==> src/rtl/mem_arbiter.sv <==
// Byte-wide RAM port arbiter shared by instruction fetch (IF) and load/store (MEM).
// Each access is a run of little-endian byte transfers; results return per requester.
module mem_arbiter #(
  parameter int unsigned ADDR_WIDTH = 32,
  parameter bit          MEM_FIRST  = 1'b1
) (
  input  logic                  clk,
  input  logic                  rst,
  input  logic [7:0]            din_ram,
  output logic [7:0]            dout_ram,
  output logic [ADDR_WIDTH-1:0] addr_ram,
  output logic                  wr_ram,
  input  logic                  if_req,
  input  logic [ADDR_WIDTH-1:0] if_addr,
  output logic                  if_done,
  output logic [31:0]           if_inst,
  input  logic                  mem_req,
  input  logic                  mem_we,
  input  logic [1:0]            mem_len,
  input  logic [ADDR_WIDTH-1:0] mem_addr,
  input  logic [31:0]           mem_wdata,
  output logic                  mem_done,
  output logic [31:0]           mem_rdata,
  output logic                  busy
);

  localparam logic [1:0] S_IDLE = 2'd0;
  localparam logic [1:0] S_RD   = 2'd1;
  localparam logic [1:0] S_WR   = 2'd2;

  logic [1:0]            state_q, state_d;
  logic [2:0]            cnt_q, cnt_d;
  logic [2:0]            n_q, n_d;
  logic                  own_if_q, own_if_d;
  logic [ADDR_WIDTH-1:0] base_q, base_d;
  logic [31:0]           wdata_q, wdata_d;
  logic [31:0]           asm_q, asm_d;

  logic [7:0]            dout_d;
  logic [ADDR_WIDTH-1:0] addr_ram_d;
  logic                  wr_d, if_done_d, mem_done_d, busy_d;
  logic [31:0]           if_inst_d, mem_rdata_d;

  logic                  grant_mem;
  logic [ADDR_WIDTH-1:0] sel_addr, nxt_addr;
  logic                  sel_we;
  logic [2:0]            sel_n;
  logic [31:0]           sel_wdata;
  logic [1:0]            nxt_idx, cap_idx;

  // Next-state and registered-output logic
  always_comb begin
    state_d     = state_q;
    cnt_d       = cnt_q;
    n_d         = n_q;
    own_if_d    = own_if_q;
    base_d      = base_q;
    wdata_d     = wdata_q;
    asm_d       = asm_q;
    dout_d      = dout_ram;
    addr_ram_d  = addr_ram;
    wr_d        = 1'b0;
    if_done_d   = 1'b0;
    mem_done_d  = 1'b0;
    if_inst_d   = if_inst;
    mem_rdata_d = mem_rdata;

    grant_mem = mem_req && (MEM_FIRST || !if_req);
    sel_addr  = grant_mem ? mem_addr : if_addr;
    sel_we    = grant_mem && mem_we;
    sel_wdata = grant_mem ? mem_wdata : 32'h0;
    if (!grant_mem) sel_n = 3'd4;
    else if (mem_len == 2'b00) sel_n = 3'd1;
    else if (mem_len == 2'b01) sel_n = 3'd2;
    else sel_n = 3'd4;

    nxt_addr = base_q + ADDR_WIDTH'(cnt_q) + ADDR_WIDTH'(1);
    nxt_idx  = 2'(cnt_q + 3'd1);
    cap_idx  = 2'(cnt_q - 3'd1);

    case (state_q)
      S_IDLE: begin
        // A done pulse in flight forces one turnaround cycle before the next grant
        if (!if_done && !mem_done && (if_req || mem_req)) begin
          own_if_d   = !grant_mem;
          base_d     = sel_addr;
          n_d        = sel_n;
          wdata_d    = sel_wdata;
          asm_d      = 32'h0;
          cnt_d      = 3'd0;
          addr_ram_d = sel_addr;
          dout_d     = sel_wdata[7:0];
          wr_d       = sel_we;
          state_d    = sel_we ? S_WR : S_RD;
        end
      end
      S_RD: begin
        // Address issue leads data capture by two edges
        cnt_d = cnt_q + 3'd1;
        if (cnt_q + 3'd1 < n_q) addr_ram_d = nxt_addr;
        if (cnt_q != 3'd0) asm_d[{cap_idx, 3'b000} +: 8] = din_ram;
        if (cnt_q == n_q) begin
          state_d = S_IDLE;
          if (own_if_q) begin
            if_inst_d = asm_d;
            if_done_d = 1'b1;
          end else begin
            mem_rdata_d = asm_d;
            mem_done_d  = 1'b1;
          end
        end
      end
      S_WR: begin
        if (cnt_q + 3'd1 < n_q) begin
          cnt_d      = cnt_q + 3'd1;
          addr_ram_d = nxt_addr;
          dout_d     = wdata_q[{nxt_idx, 3'b000} +: 8];
          wr_d       = 1'b1;
        end else begin
          state_d    = S_IDLE;
          mem_done_d = 1'b1;
        end
      end
      default: state_d = S_IDLE;
    endcase

    busy_d = (state_d != S_IDLE);
  end

  always_ff @(posedge clk) begin
    if (rst) begin
      state_q   <= S_IDLE;
      cnt_q     <= 3'd0;
      n_q       <= 3'd0;
      own_if_q  <= 1'b0;
      base_q    <= '0;
      wdata_q   <= 32'h0;
      asm_q     <= 32'h0;
      dout_ram  <= 8'h0;
      addr_ram  <= '0;
      wr_ram    <= 1'b0;
      if_done   <= 1'b0;
      mem_done  <= 1'b0;
      if_inst   <= 32'h0;
      mem_rdata <= 32'h0;
      busy      <= 1'b0;
    end else begin
      state_q   <= state_d;
      cnt_q     <= cnt_d;
      n_q       <= n_d;
      own_if_q  <= own_if_d;
      base_q    <= base_d;
      wdata_q   <= wdata_d;
      asm_q     <= asm_d;
      dout_ram  <= dout_d;
      addr_ram  <= addr_ram_d;
      wr_ram    <= wr_d;
      if_done   <= if_done_d;
      mem_done  <= mem_done_d;
      if_inst   <= if_inst_d;
      mem_rdata <= mem_rdata_d;
      busy      <= busy_d;
    end
  end

endmodule

==> config.mk <==
export PLATFORM = sky130hd
export DESIGN_NAME = mem_arbiter
export DESIGN_NICKNAME = d
export VERILOG_FILES = /design/src/rtl/mem_arbiter.sv
export SDC_FILE = /design/constraint.sdc
export NUM_CORES = 1
export LEC_CHECK = 0
export BUFFER_PORTS_ARGS = -buffer_cell sky130_fd_sc_hd__buf_2
export CAP_MARGIN = 15
export CORE_UTILIZATION = 49
export DETAILED_ROUTE_END_ITERATION = 12
export GPL_TIMING_DRIVEN = 1
export PLACE_DENSITY = 0.81
export SYNTH_ARGS = -nofsm -noshare
export SYNTH_HDL_FRONTEND = slang
export SYNTH_SLANG_ARGS = --single-unit
==> constraint.sdc <==
create_clock -name clk -period 2.6 [get_ports clk]
set_input_delay 0.39 -clock clk [delete_from_list [all_inputs] [get_ports clk]]
set_output_delay 0.39 -clock clk [all_outputs]
set_load 0.005 [all_outputs]
==> metrics.cfg <==
[outcome]
status=finished clean

[timing]
tightest_slew_ns=1.12
max_freq_mhz=405
fin_skew_ns=0.0103
drv_slew=0
period_share=0.949
rsz0062_at_grt=yes
hold_viol_final=0
setup_violations=0
slew_headroom=0.248
layout_min_cycle_time_ns=2.47

[global_route]
grt_pass1_vias=8286
grt_max_degree=86
grt_usage=0.250
grt-ovfl-total=0
antenna_found_initial=2
grt_pass1_wl_um=41400

[critical_path]
cp-end-kind=register
path_cells=inv_1 -> ha_1 -> fa_1 -> nor2b_1 -> buf_4 -> o2111ai_1 -> nor2_1 -> xnor2_1 -> o22ai_1
critPathBufInv=2
cp_top_family=adder cells
criticalPathCategory=reg2reg
worstPathRequired_ns=2.99
cp_max_fo=7
rr_worst_depth=9
r2r-end=addr_ram[20]$_SDFFE_PP0P_
r2r-start=cnt_q[0]$_SDFFE_PP0P_
cp.arrival_ns=2.85
ff2ff_setup_slack_ns=0.13
cpPeakStageDelay_ns=0.44
worst_setup_path_start_kind=register
cp_slowest_cell=fa_1

[clock_tree]
cts.path.max_buffers=3
clk_pin_slew_ns=0.06
insertion_delay_ns=0.52
ctsRootBufferMaster=clkbuf_16
cts_setup_buffers=0
htreeDepth=1
postCtsHoldBufs=0
tritoncts=done
cts_sinks=213
cts_buffers=24

[route]
wl_per_cell_um=16.6
vias=8789
drtPass1Iterations=5
wl_um=25900
dr.max_layer_used=met5
drtIter0Drc=441
wl_met2_um=12100
wl_met1_um=11200
vias_per_cell=5.62
drc=0
ant_nets=0
route.met3.wl_um=1710

[yosys]
yosysUniqueCellTypes=65
yosys_warnings=0
synth-async-reset-ratio=0
synth_edf_count=0
syn_inst=1099
synth_seq_area_share=0.437
synthesis.nets=1227
syn_area_mm2=0.00976
ys_ff_latch=213
ys.flop_type=dfxtp_1
synth_area_per_cell_um2=8.88

[place]
globalplace.congestion=0.875
post_dp_cell_area_mm2=0.0110
dp_hpwl_um=17700
port_buffers=218

[floorplanning]
die_h_um=143
die-area_mm2=0.0205
core-area_mm2=0.0195
top_level_ports=219
placementRows=51
die_w_um=143
initial_utilization=0.501

[hold_path]
hold_end=wdata_q[31]$_SDFFE_PP0P_
whs_path_depth=3
hp-start=mem_wdata[31]
hold_path.class=in2reg

[power]
clock_power_share=0.376
vdd_drop_max_uv=486
comb_power_share=0.216
power.density_mw_per_mm2=794
p_switching_w=0.00279
p_int_w=0.00668
leakage_nw=5.02
switching_share=0.294
seq_power_share=0.408

[cells_and_area]
syn_to_final_growth_pct=22.3
drive_above_1_share=0.264
layout_commonest_cell=nor2_1
fillCellCount=1615
final_cell_mix=nor2_1 (233), buf_2 (217), dfxtp_1 (212)
final_cell_area_mm2=0.0119
postLayoutCoreUtil=0.613
nets=1409

[run]
drv_cap=0

[worst max path at each step]
stage / start / end / slack [ns] / depth (start not counted)
after CTS: cnt_q[1]$_SDFFE_PP0P_ / cnt_q[2]$_SDFFE_PP0P_ / 0.03 / 9
after global routing: cnt_q[0]$_SDFFE_PP0P_ / addr_ram[26]$_SDFFE_PP0P_ / -0.04 / 9
after detailed placement: cnt_q[1]$_SDFFE_PP0P_ / cnt_q[2]$_SDFFE_PP0P_ / -0.05 / 9
after floorplan: cnt_q[0]$_SDFFE_PP0P_ / addr_ram[12]$_SDFFE_PP0P_ / 0.02 / 9
final: cnt_q[0]$_SDFFE_PP0P_ / addr_ram[20]$_SDFFE_PP0P_ / 0.13 / 9
after global placement: cnt_q[1]$_SDFFE_PP0P_ / cnt_q[2]$_SDFFE_PP0P_ / 0.1 / 9
[synthesized netlist by cell type, drive strengths merged, types with 3 or more instances]
| cell | n | area [um^2] |
|---|---|---|
| nor2 | 233 | 875 |
| dfxtp | 213 | 4260 |
| a211oi | 69 | 518 |
| a22oi | 53 | 398 |
| a21oi | 51 | 259 |
| mux2i | 50 | 500 |
| buf | 49 | 246 |
| nand2 | 49 | 184 |
| clkbuf | 41 | 154 |
| nor3 | 41 | 210 |
| mux2 | 23 | 259 |
| xnor2 | 20 | 175 |
| a2bb2oi | 17 | 155 |
| ha | 16 | 200 |
| inv | 16 | 60.1 |
| nand3 | 16 | 85.1 |
| nand2b | 13 | 81.3 |
| o22ai | 13 | 81.3 |
| nor4 | 11 | 103 |
| o21ai | 11 | 55.1 |
| and3 | 10 | 62.6 |
| mux4 | 8 | 180 |
| a32oi | 7 | 61.3 |
| xor2 | 7 | 68.8 |
| a31o | 6 | 52.6 |
| nand4 | 6 | 43.8 |
| nand3b | 5 | 37.5 |
| a2111oi | 4 | 36.3 |
| and2 | 4 | 25.0 |
| and4 | 4 | 37.5 |
| a31oi | 3 | 18.8 |
| o2111ai | 3 | 26.3 |
| o211ai | 3 | 22.5 |
| o31ai | 3 | 22.5 |
[power groups by stage]
stage               Clock, W  Combinational, W  Sequential, W
floorplan                  0           0.00134        0.00388
global placement           0           0.00197        0.00392
detailed placement         0           0.00201        0.00392
CTS                  0.00361           0.00203        0.00386
global route         0.00374           0.00226        0.00390
finish               0.00356           0.00205        0.00386
[final cells by class]
class	count	area (um^2)	share of cell area
Inverter	16	60.1	0.00503
Tap cell	265	332	0.0278
Multi-Input combinational cell	780	5080	0.426
Antenna cell	1	2.50	0.000210
Sequential cell	213	4270	0.358
Clock inverter	9	125	0.0105
Timing Repair Buffer	246	1350	0.113
Clock buffer	35	723	0.0606
[logic make-up after synthesis]
group / count (synthesis) / share of synthesized area
buf+inv: 106 / 0.0472
fa+ha+maj: 17 / 0.0226
mux: 81 / 0.0963
compound gates: 255 / 0.187
flops: 213 / 0.437
xor+xnor: 27 / 0.0250
simple gates: 400 / 0.185
[flip-flops by register name, indices dropped and copies added, names as in the netlist]
register,cells
addr_ram,32
asm_q,32
base_q,32
if_inst,32
mem_rdata,32
wdata_q,32
dout_ram,8
cnt_q,3
n_q,3
state_q,2
busy,1
if_done,1
mem_done,1
own_if_q,1
wr_ram,1
[per-stage QoR]
stage / cells / TNS [ns] / hold WS, ns / worst slack, ns / power (W)
after global routing: 1565 / -0.0867 / 0.116 / -0.0357 / 0.00991
after global placement: 1520 / 0 / 0.449 / 0.0994 / 0.00588
after CTS: 1564 / 0 / 0.103 / 0.0336 / 0.00949
after detailed placement: 1520 / -0.0773 / 0.447 / -0.0514 / 0.00594
final: 1565 / 0 / 0.111 / 0.133 / 0.00947
after floorplan: 1099 / 0 / 0.448 / 0.0215 / 0.00522
[tightest hold or removal path: stages]
cell and delay (ns):
buf_2 0.08, a22oi_1 0.05, nor2_1 0.07
[per-layer routing]
| metal | vias to the layer above | track usage |
|---|---|---|
| li1 | 4294 | - |
| met2 | 318 | 0.414 |
| met4 | 2 | 0.115 |
| met5 | - | 0 |
| met3 | 62 | 0.0396 |
| met1 | 4113 | 0.319 |
[timing repair]
item | 4_1_cts | 5_1_grt
endpoints found under the setup margin | 2 | 45
endpoints found under the hold margin | 0 | 0
resized for setup | 1 | 7
Power figures use the tool's default switching activity.
